## config.mk

```make
export PLATFORM = sky130hd
export DESIGN_NAME = fetch_stage
export DESIGN_NICKNAME = d
export VERILOG_FILES = /design/src/rtl/cpu_pkg.sv /design/src/rtl/fetch_queue.sv /design/src/rtl/fetch_stage.sv
export SDC_FILE = /design/constraint.sdc
export NUM_CORES = 1
export LEC_CHECK = 0
export ABC_CLOCK_PERIOD_IN_PS = 2900
export BUFFER_PORTS_ARGS = -buffer_cell sky130_fd_sc_hd__buf_4
export CORE_MARGIN = 2
export CORE_UTILIZATION = 40
export DETAILED_ROUTE_END_ITERATION = 6
export PLACE_DENSITY_LB_ADDON = 0.25
export SETUP_SLACK_MARGIN = 0.15
export SLEW_MARGIN = 0
export SYNTH_ARGS = -nofsm -noshare
export SYNTH_HDL_FRONTEND = slang
export SYNTH_SLANG_ARGS = --single-unit
```

## constraint.sdc

```tcl
create_clock -name clk -period 2.9 [get_ports clk]
set_input_delay 0.58 -clock clk [delete_from_list [all_inputs] [get_ports clk]]
set_output_delay 0.58 -clock clk [all_outputs]
set_load 0.02 [all_outputs]
```

## src/rtl/cpu_pkg.sv

```systemverilog
// Shared front-end types: fetch FSM encoding, fetch queue entry layout, default reset PC.
// No logic of its own; imported by fetch_stage and fetch_queue.
// Backpressure: n/a.
package cpu_pkg;

    localparam logic [31:0] DEFAULT_RESET_PC = 32'h0000_0000;

    typedef enum logic [1:0] {
        FETCH_REQ  = 2'd0,
        FETCH_WAIT = 2'd1,
        FETCH_DROP = 2'd2
    } fetch_state_e;

    typedef struct packed {
        logic [31:0] pc;
        logic [31:0] instr;
    } fetch_entry_t;

    function automatic logic [31:0] word_align(input logic [31:0] addr);
        return {addr[31:2], 2'b00};
    endfunction

endpackage

```

## src/rtl/fetch_queue.sv

```systemverilog
// Fetch queue: DEPTH x {pc, instr} FIFO with push, pop and single-cycle flush.
// Latency: pushed entry visible at head the cycle after push; flush wins over push/pop.
// Backpressure: push ignored when full, pop ignored when empty; owner gates via count/full/empty.
module fetch_queue
    import cpu_pkg::*;
#(
    parameter int DEPTH = 2
) (
    input  logic                         clk,
    input  logic                         rst_n,
    input  logic                         push,
    input  fetch_entry_t                 push_dat,
    input  logic                         pop,
    input  logic                         flush,
    output fetch_entry_t                 head_dat,
    output logic [$clog2(DEPTH+1)-1:0]   count,
    output logic                         full,
    output logic                         empty
);

    localparam int PW = $clog2(DEPTH);
    localparam int CW = $clog2(DEPTH + 1);

    fetch_entry_t   mem_q [DEPTH];
    fetch_entry_t   mem_d [DEPTH];
    logic [PW-1:0]  rd_ptr_q, rd_ptr_d;
    logic [PW-1:0]  wr_ptr_q, wr_ptr_d;
    logic [CW-1:0]  count_q, count_d;
    logic           push_ok, pop_ok;

    assign full     = (count_q == CW'(DEPTH));
    assign empty    = (count_q == '0);
    assign count    = count_q;
    assign head_dat = mem_q[rd_ptr_q];

    always_comb begin
        mem_d    = mem_q;
        rd_ptr_d = rd_ptr_q;
        wr_ptr_d = wr_ptr_q;
        count_d  = count_q;
        push_ok  = push && !full;
        pop_ok   = pop && !empty;
        if (flush) begin
            rd_ptr_d = '0;
            wr_ptr_d = '0;
            count_d  = '0;
        end else begin
            if (push_ok) begin
                mem_d[wr_ptr_q] = push_dat;
                wr_ptr_d        = wr_ptr_q + 1'b1;
            end
            if (pop_ok) begin
                rd_ptr_d = rd_ptr_q + 1'b1;
            end
            // Simultaneous push and pop leave the occupancy unchanged.
            if (push_ok && !pop_ok) begin
                count_d = count_q + 1'b1;
            end else if (pop_ok && !push_ok) begin
                count_d = count_q - 1'b1;
            end
        end
    end

    always_ff @(posedge clk or negedge rst_n) begin
        if (!rst_n) begin
            for (int i = 0; i < DEPTH; i++) begin
                mem_q[i] <= '0;
            end
            rd_ptr_q <= '0;
            wr_ptr_q <= '0;
            count_q  <= '0;
        end else begin
            mem_q    <= mem_d;
            rd_ptr_q <= rd_ptr_d;
            wr_ptr_q <= wr_ptr_d;
            count_q  <= count_d;
        end
    end

endmodule

```

## src/rtl/fetch_stage.sv

```systemverilog
// Instruction fetch: one outstanding imem request, QDEPTH-entry queue towards decode, redirect flush.
// Latency: imem_rvalid to dec_valid 1 cycle; 0 cycles on an empty queue when FETCH_BYPASS_EN is defined.
// Backpressure: dec_ready low fills the queue; imem_req drops once queued + outstanding reaches QDEPTH.
module fetch_stage
    import cpu_pkg::*;
#(
    parameter logic [31:0] RESET_PC = DEFAULT_RESET_PC,
    parameter int          QDEPTH   = 2
) (
    input  logic        clk,
    input  logic        rst_n,
    output logic        imem_req,
    output logic [31:0] imem_addr,
    input  logic        imem_gnt,
    input  logic        imem_rvalid,
    input  logic [31:0] imem_rdata,
    input  logic        redirect_valid,
    input  logic [31:0] redirect_pc,
    input  logic        dec_ready,
    output logic        dec_valid,
    output logic [31:0] dec_pc,
    output logic [31:0] dec_instruction
);

    localparam int            CW       = $clog2(QDEPTH + 1);
    localparam logic [CW-1:0] QDEPTH_C = CW'(QDEPTH);

    fetch_state_e  state_q, state_d;
    logic [31:0]   fetch_pc_q, fetch_pc_d;
    logic [31:0]   req_pc_q, req_pc_d;

    logic          q_push, q_pop, q_flush, q_full, q_empty;
    logic [CW-1:0] q_count;
    fetch_entry_t  q_head, rsp_entry;
    logic          rsp_take;

    fetch_queue #(
        .DEPTH    (QDEPTH)
    ) u_queue (
        .clk      (clk),
        .rst_n    (rst_n),
        .push     (q_push),
        .push_dat (rsp_entry),
        .pop      (q_pop),
        .flush    (q_flush),
        .head_dat (q_head),
        .count    (q_count),
        .full     (q_full),
        .empty    (q_empty)
    );

    always_comb begin
        state_d         = state_q;
        fetch_pc_d      = fetch_pc_q;
        req_pc_d        = req_pc_q;
        // Only REQ can issue, so the outstanding count is zero whenever this is evaluated.
        imem_req        = rst_n && (state_q == FETCH_REQ) && (q_count < QDEPTH_C);
        imem_addr       = fetch_pc_q;
        rsp_take        = (state_q == FETCH_WAIT) && imem_rvalid && !redirect_valid;
        rsp_entry.pc    = req_pc_q;
        rsp_entry.instr = imem_rdata;
        dec_valid       = !q_empty && !redirect_valid;
        dec_pc          = q_head.pc;
        dec_instruction = q_head.instr;
        q_push          = rsp_take && !q_full;
`ifdef FETCH_BYPASS_EN
        if (q_empty && rsp_take) begin
            dec_valid       = 1'b1;
            dec_pc          = req_pc_q;
            dec_instruction = imem_rdata;
            q_push          = !dec_ready;
        end
`endif
        q_pop   = dec_valid && dec_ready && !q_empty;
        q_flush = redirect_valid;

        case (state_q)
            FETCH_REQ: begin
                if (imem_req && imem_gnt) begin
                    req_pc_d   = fetch_pc_q;
                    fetch_pc_d = fetch_pc_q + 32'd4;
                    state_d    = redirect_valid ? FETCH_DROP : FETCH_WAIT;
                end
            end
            FETCH_WAIT: begin
                if (imem_rvalid) begin
                    state_d = FETCH_REQ;
                end else if (redirect_valid) begin
                    state_d = FETCH_DROP;
                end
            end
            FETCH_DROP: begin
                if (imem_rvalid) begin
                    state_d = FETCH_REQ;
                end
            end
            default: state_d = FETCH_REQ;
        endcase

        // Redirect overrides the sequential advance taken on a same-cycle grant.
        if (redirect_valid) begin
            fetch_pc_d = word_align(redirect_pc);
        end
    end

    always_ff @(posedge clk or negedge rst_n) begin
        if (!rst_n) begin
            state_q    <= FETCH_REQ;
            fetch_pc_q <= RESET_PC;
            req_pc_q   <= '0;
        end else begin
            state_q    <= state_d;
            fetch_pc_q <= fetch_pc_d;
            req_pc_q   <= req_pc_d;
        end
    end

endmodule

```

# Yosys cells after proc, flatten, opt, wreduce, memory -nomap -nowiden
# Cells that the tools add are included.
# totals
input_bits	70
mem_bits_ro	0
latchBits	0
wordCells	80
register_bits	198
output_inout_bits	98
mem_count	0
ramBits	0
# classes
addsub	5
mux	22
n_lt_le_gt_ge	4
n_eq_ne	6
n_shift	0
reduce_logical	30
div_mod_pow	0
bitwise_logic	3
multipliers	0
# ops
operator	count
two-way mux 64 bit	4
bitwise mux 128 bit	1
two-way mux 32 bit	3
demux 64 bit (select 1 bit)	1
adder 32 x 3 -> 32 bit, second input constant	1
two-way mux 2 bit	8
logical AND 1 bit	14
nonzero test 2 bit	4
one-hot mux 2 bit (3 select lines)	1
AND reduction 2 bit	3
zero test 1 bit	5
equality test 2 bit, second input constant	2
greater-or-equal comparator 2 bit, second input constant	2
zero test 2 bit	2
two-way mux 1 bit	4
NOT 1 -> 2 bit	2
inequality test 3 bit, second input constant	1
AND reduction 3 bit	1
nonzero test 3 bit	1
adder 1 bit, second input constant	2
adder 2 x 1 -> 2 bit, second input constant	1
equality test 2 x 1 -> 1 bit, second input constant	1
less-than comparator 2 x 1 -> 1 bit, second input constant	1
less-than comparator 2 bit, second input constant	1
4 further kinds	4

# Depth between registers and ports, before layout
# depth
depth_word	10
mapped_depth	6
depth_no_buf	6

# Cells and area by module
# A second synthesis with hierarchy kept.
# unflattened
cells_unflattened	652
hier_area_um2	9011.1
# modules_own_cells
module	seq_area_each_um2	cells_each	area_per_inst_um2	instances
fetch_queue	3303.2	364	5957.0	1
fetch_stage	1551.5	288	3054.2	1

# Worst setup path after synthesis
# Ideal clock, no wire load.
# synth_timing
path_type	input -> register
startpoint	input port redirect_valid
endpoint	register u_queue.mem_q[64] in the netlist's numbering
path_slack_ns	0.560
arrival_time_ns	2.215
path_buffers	1
stages	5
t_required_ns	2.775
setup_ns	0.125
cell_sequence	inv_1 > nand4_1 > nor3_1 > clkbuf_1 > mux2_2
# synth_via
elab_chain_cells	5
elab_cells_between_ends	6
classes_between	bitwise (1); reduce/logical (5)
# synth_rtl
element	line	source
start, declared	fetch_stage.sv:17	input logic redirect_valid,
zero test 1 bit	fetch_stage.sv:59	rsp_take = (state_q == FETCH_WAIT) && imem_rvalid && !redirect_valid;
logical AND 1 bit	fetch_stage.sv:59	
logical AND 1 bit	fetch_stage.sv:65	q_push = rsp_take && !q_full;
logical AND 1 bit	fetch_queue.sv:41	push_ok = push && !full;
AND reduction 2 bit (no source line) *	n/a	
end signal, assigned	fetch_queue.sv:73	mem_q <= mem_d;
end, declared	fetch_queue.sv:24	fetch_entry_t mem_q [DEPTH];
# Every way passes the cells marked *; elsewhere a longest branch is shown, timed or not.
# A chain may end at the register's enable or synchronous reset.

# Worst setup path after layout
# layout_timing
startpoint	register u_queue.rd_ptr_q
endpoint	output port dec_pc[19]
# layout_via
elab_chain_cells	4
# layout_rtl
element	line	source
start, declared	fetch_queue.sv:26	logic [PW-1:0] rd_ptr_q, rd_ptr_d;
start signal, assigned	fetch_queue.sv:74	rd_ptr_q <= rd_ptr_d;
NOT 1 -> 2 bit (implied by the code)	fetch_queue.sv:34	assign head_dat = mem_q[rd_ptr_q];
two-way mux 64 bit (implied by the code) (3 in a row)	fetch_queue.sv:34	
end, declared	fetch_stage.sv:21	output logic [31:0] dec_pc,
# Every way passes these cells. The select of a mux whose other input is x is not followed.

==> results.json <==
{
  "crit_required_ns": 2.32,
  "crit_path_max_incr_delay_ns": 0.44,
  "die_y_um": 149.2,
  "start_util_pct": 40.48,
  "die_w_um": 149.2,
  "io_pins": 168,
  "vias": 5672,
  "synth_top_area_share_pct": 56.40,
  "core_um2": 20820,
  "async_flop_share_pct": 100.0,
  "crit_family": "buffers and inverters",
  "cp_data_arrival_time_ns": 1.82,
  "ys_ff_latch": 190,
  "wl_um": 19180,
  "start_kind": "register",
  "cts_resized": 0,
  "p_leak_nw": 5.129,
  "worst_skew_pair.late_latency_ns": 0.43,
  "hold_viol": 0,
  "final_util_pct": 50.79,
  "path_cells": "buf_4 > mux2_2 > buf_4",
  "viasPerCell": 5.006,
  "slew_headroom_pct": 39.72,
  "regArea_um2": 4756,
  "hpwl_um": 12220,
  "clk_pin_slew_ns": 0.07,
  "drc": 0,
  "yosys.area.top_type": "dfrtp_1",
  "hp-class": "in2async",
  "dieArea_um2": 22250,
  "syn_inst": 690,
  "timing.fmax_mhz": 417.2,
  "grt_pass1_vias": 5801,
  "n_antenna_cell": 0,
  "status": "finished, final reports clean",
  "p_per_area_nw_per_um2": 744.9,
  "finalSetupTns_ns": 0,
  "drive_gt1_share_pct": 46.74,
  "synthDistinctLibCells": 37,
  "grt_usage_pct": 17.80,
  "period_share_pct": 82.66,
  "clkSinkCount": 190,
  "yosysWarnings": 0,
  "post_drt_wl_per_cell_um": 16.93,
  "syn_area_um2": 8429,
  "cp_common_cell": "buf_4",
  "fin_nets": 916,
  "drtPass1Iterations": 4,
  "crit_path_end_kind": "output pin",
  "antenna_found_initial": 0,
  "grt_overflow": 0,
  "clockBufferDepth": 2,
  "cpMaxStageDelayCell": "buf_4",
  "worst_slack_ns": 0.5029,
  "cts_root_buf": "clkbuf_16",
  "grt_pass1_wl_um": 31000,
  "grt_max_degree": 142,
  "final.min_clock_period_ns": 2.397,
  "worst-path-buf-inv": 2,
  "final.setup_skew_ns": 0.01228,
  "gp_congestion": 0.7561,
  "syn_area_per_cell_um2": 12.22,
  "post-place-cells": 1101,
  "syn2layout_area_growth_pct": 25.47,
  "drv_cap": 0,
  "drt_first_iter_violations": 254,
  "ant_nets": 0,
  "n_fill_cell": 1903,
  "synth_edf_count": 0,
  "num_rows": 53,
  "htree_levels": 4,
  "synth.most_common_cell": "dfrtp_1",
  "ff2ff_path_depth": 5,
  "crit_fanout": 30,
  "critPathKind": "reg2out",
  "r2r_end": "imem_addr[30]",
  "ys_seq_area_share_pct": 56.40,
  "worst_slew_pin_slew_ns": 0.9041,
  "cts_tree": "done",
  "peakVddDrop_mv": 0.4365,
  "synthTopCellsByArea": "dfrtp_1 (56%), mux2_2 (25%), nand2_1 (5.4%), xnor2_1 (2.3%), o21ai_0 (2.2%)",
  "r2r-start": "imem_addr[15]",
  "place_ws_ns": 0.4731,
  "synth.top_cells.by_count": "dfrtp_1 (190), mux2_2 (186), nand2_1 (121)",
  "setup_viol": 0,
  "rsz0062_at_grt": "false",
  "cts_made_buffers": 17,
  "post-cts-setup-buffers": 0,
  "multiInputGateArea_um2": 3503,
  "slew_viol_final": 0,
  "port_buffers": 161,
  "cts.hold.buffers_added": 0,
  "final_cells": 1133,
  "whs_ns": 0.2949,
  "synth_ff_type": "dfrtp_1",
  "r2r_setup_slack_ns": 0.57
}
## metrics by stage
step	power [mW]	area, um^2
3_5_place_dp	5.557	9976
2_1_floorplan	4.653	8441
3_3_place_gp	5.517	9976
5_1_grt	8.289	10580
6_report	7.879	10580
4_1_cts	7.981	10580
## cell type report
cell class | instances | share of cell area (%)
sequential | 190 | 44.97
inverter | 8 | 0.2839
clock buffer | 17 | 4.022
timing repair buffer | 173 | 12.69
multi-input combinational | 455 | 33.12
tap | 275 | 3.253
clock inverter | 15 | 1.656
## layer usage
layer	up-vias	track usage (%)	routed length (um)
met5	-	0	0
met4	0	4.000	152
met3	12	4.495	1138
met2	134	28.25	8751
met1	2839	24.75	9141
li1	2687	-	-
## worst max-delay path by stage
stage | endpoint | from | slack, ns | depth (start not counted)
2_1_floorplan | u_queue.mem_q[64] | redirect_valid | 0.56 | 5
3_3_place_gp | imem_addr[29] | rst_n | 0.50 | 7
3_5_place_dp | imem_addr[29] | rst_n | 0.47 | 7
4_1_cts | dec_pc[15] | u_queue.rd_ptr_q | 0.46 | 3
5_1_grt | imem_addr[29] | u_queue.count[1] | 0.40 | 6
6_report | dec_pc[19] | u_queue.rd_ptr_q | 0.50 | 3
## cells by family (layout without fill, tap and decap cells)
logic type               after synthesis  count (layout)  share of synthesized area [%]
flip-flops                           190             190                          56.40
multiplexers                         188             188                          25.09
AND/OR/NAND/NOR                      186             186                          9.990
AO/OA/AOI/OAI                         48              48                          3.102
buffers and inverters                 48             213                          2.316
XOR/XNOR                              28              28                          2.909
adder cells (fa/ha/maj)                1               1                         0.1484
other                                  1               4                        0.04449
## layout by cell type, fill, tap and decap left out, types with 3 or more instances in the layout
cell type	n
dfrtp_1	189
mux2_2	186
buf_4	169
nand2_1	120
o21ai_0	37
xnor2_1	22
clkbuf_16	17
nand3_1	12
nor3_1	12
nor2_1	8
inv_1	8
nor4_1	6
xor2_1	6
nand4_1	5
and3_1	5
conb_1	4
inv_8	4
o21bai_1	3
inv_6	3
clkinv_4	3
buf_12	3
## state kept, by name (all words and copies together), names as in the netlist
name              cells
u_queue.wr_ptr_q      1
u_queue.rd_ptr_q      1
u_queue.count         2
u_queue.mem_q       124
imem_addr            30
req_pc_q             30
state_q               2
## report_power, final
part           switching [mW]  internal, mW
Clock                    1.10          1.30
Combinational            1.00          1.05
Sequential              0.294          3.13
Total                    2.39          5.48
Note: power is estimated with default switching activity, not from simulation.
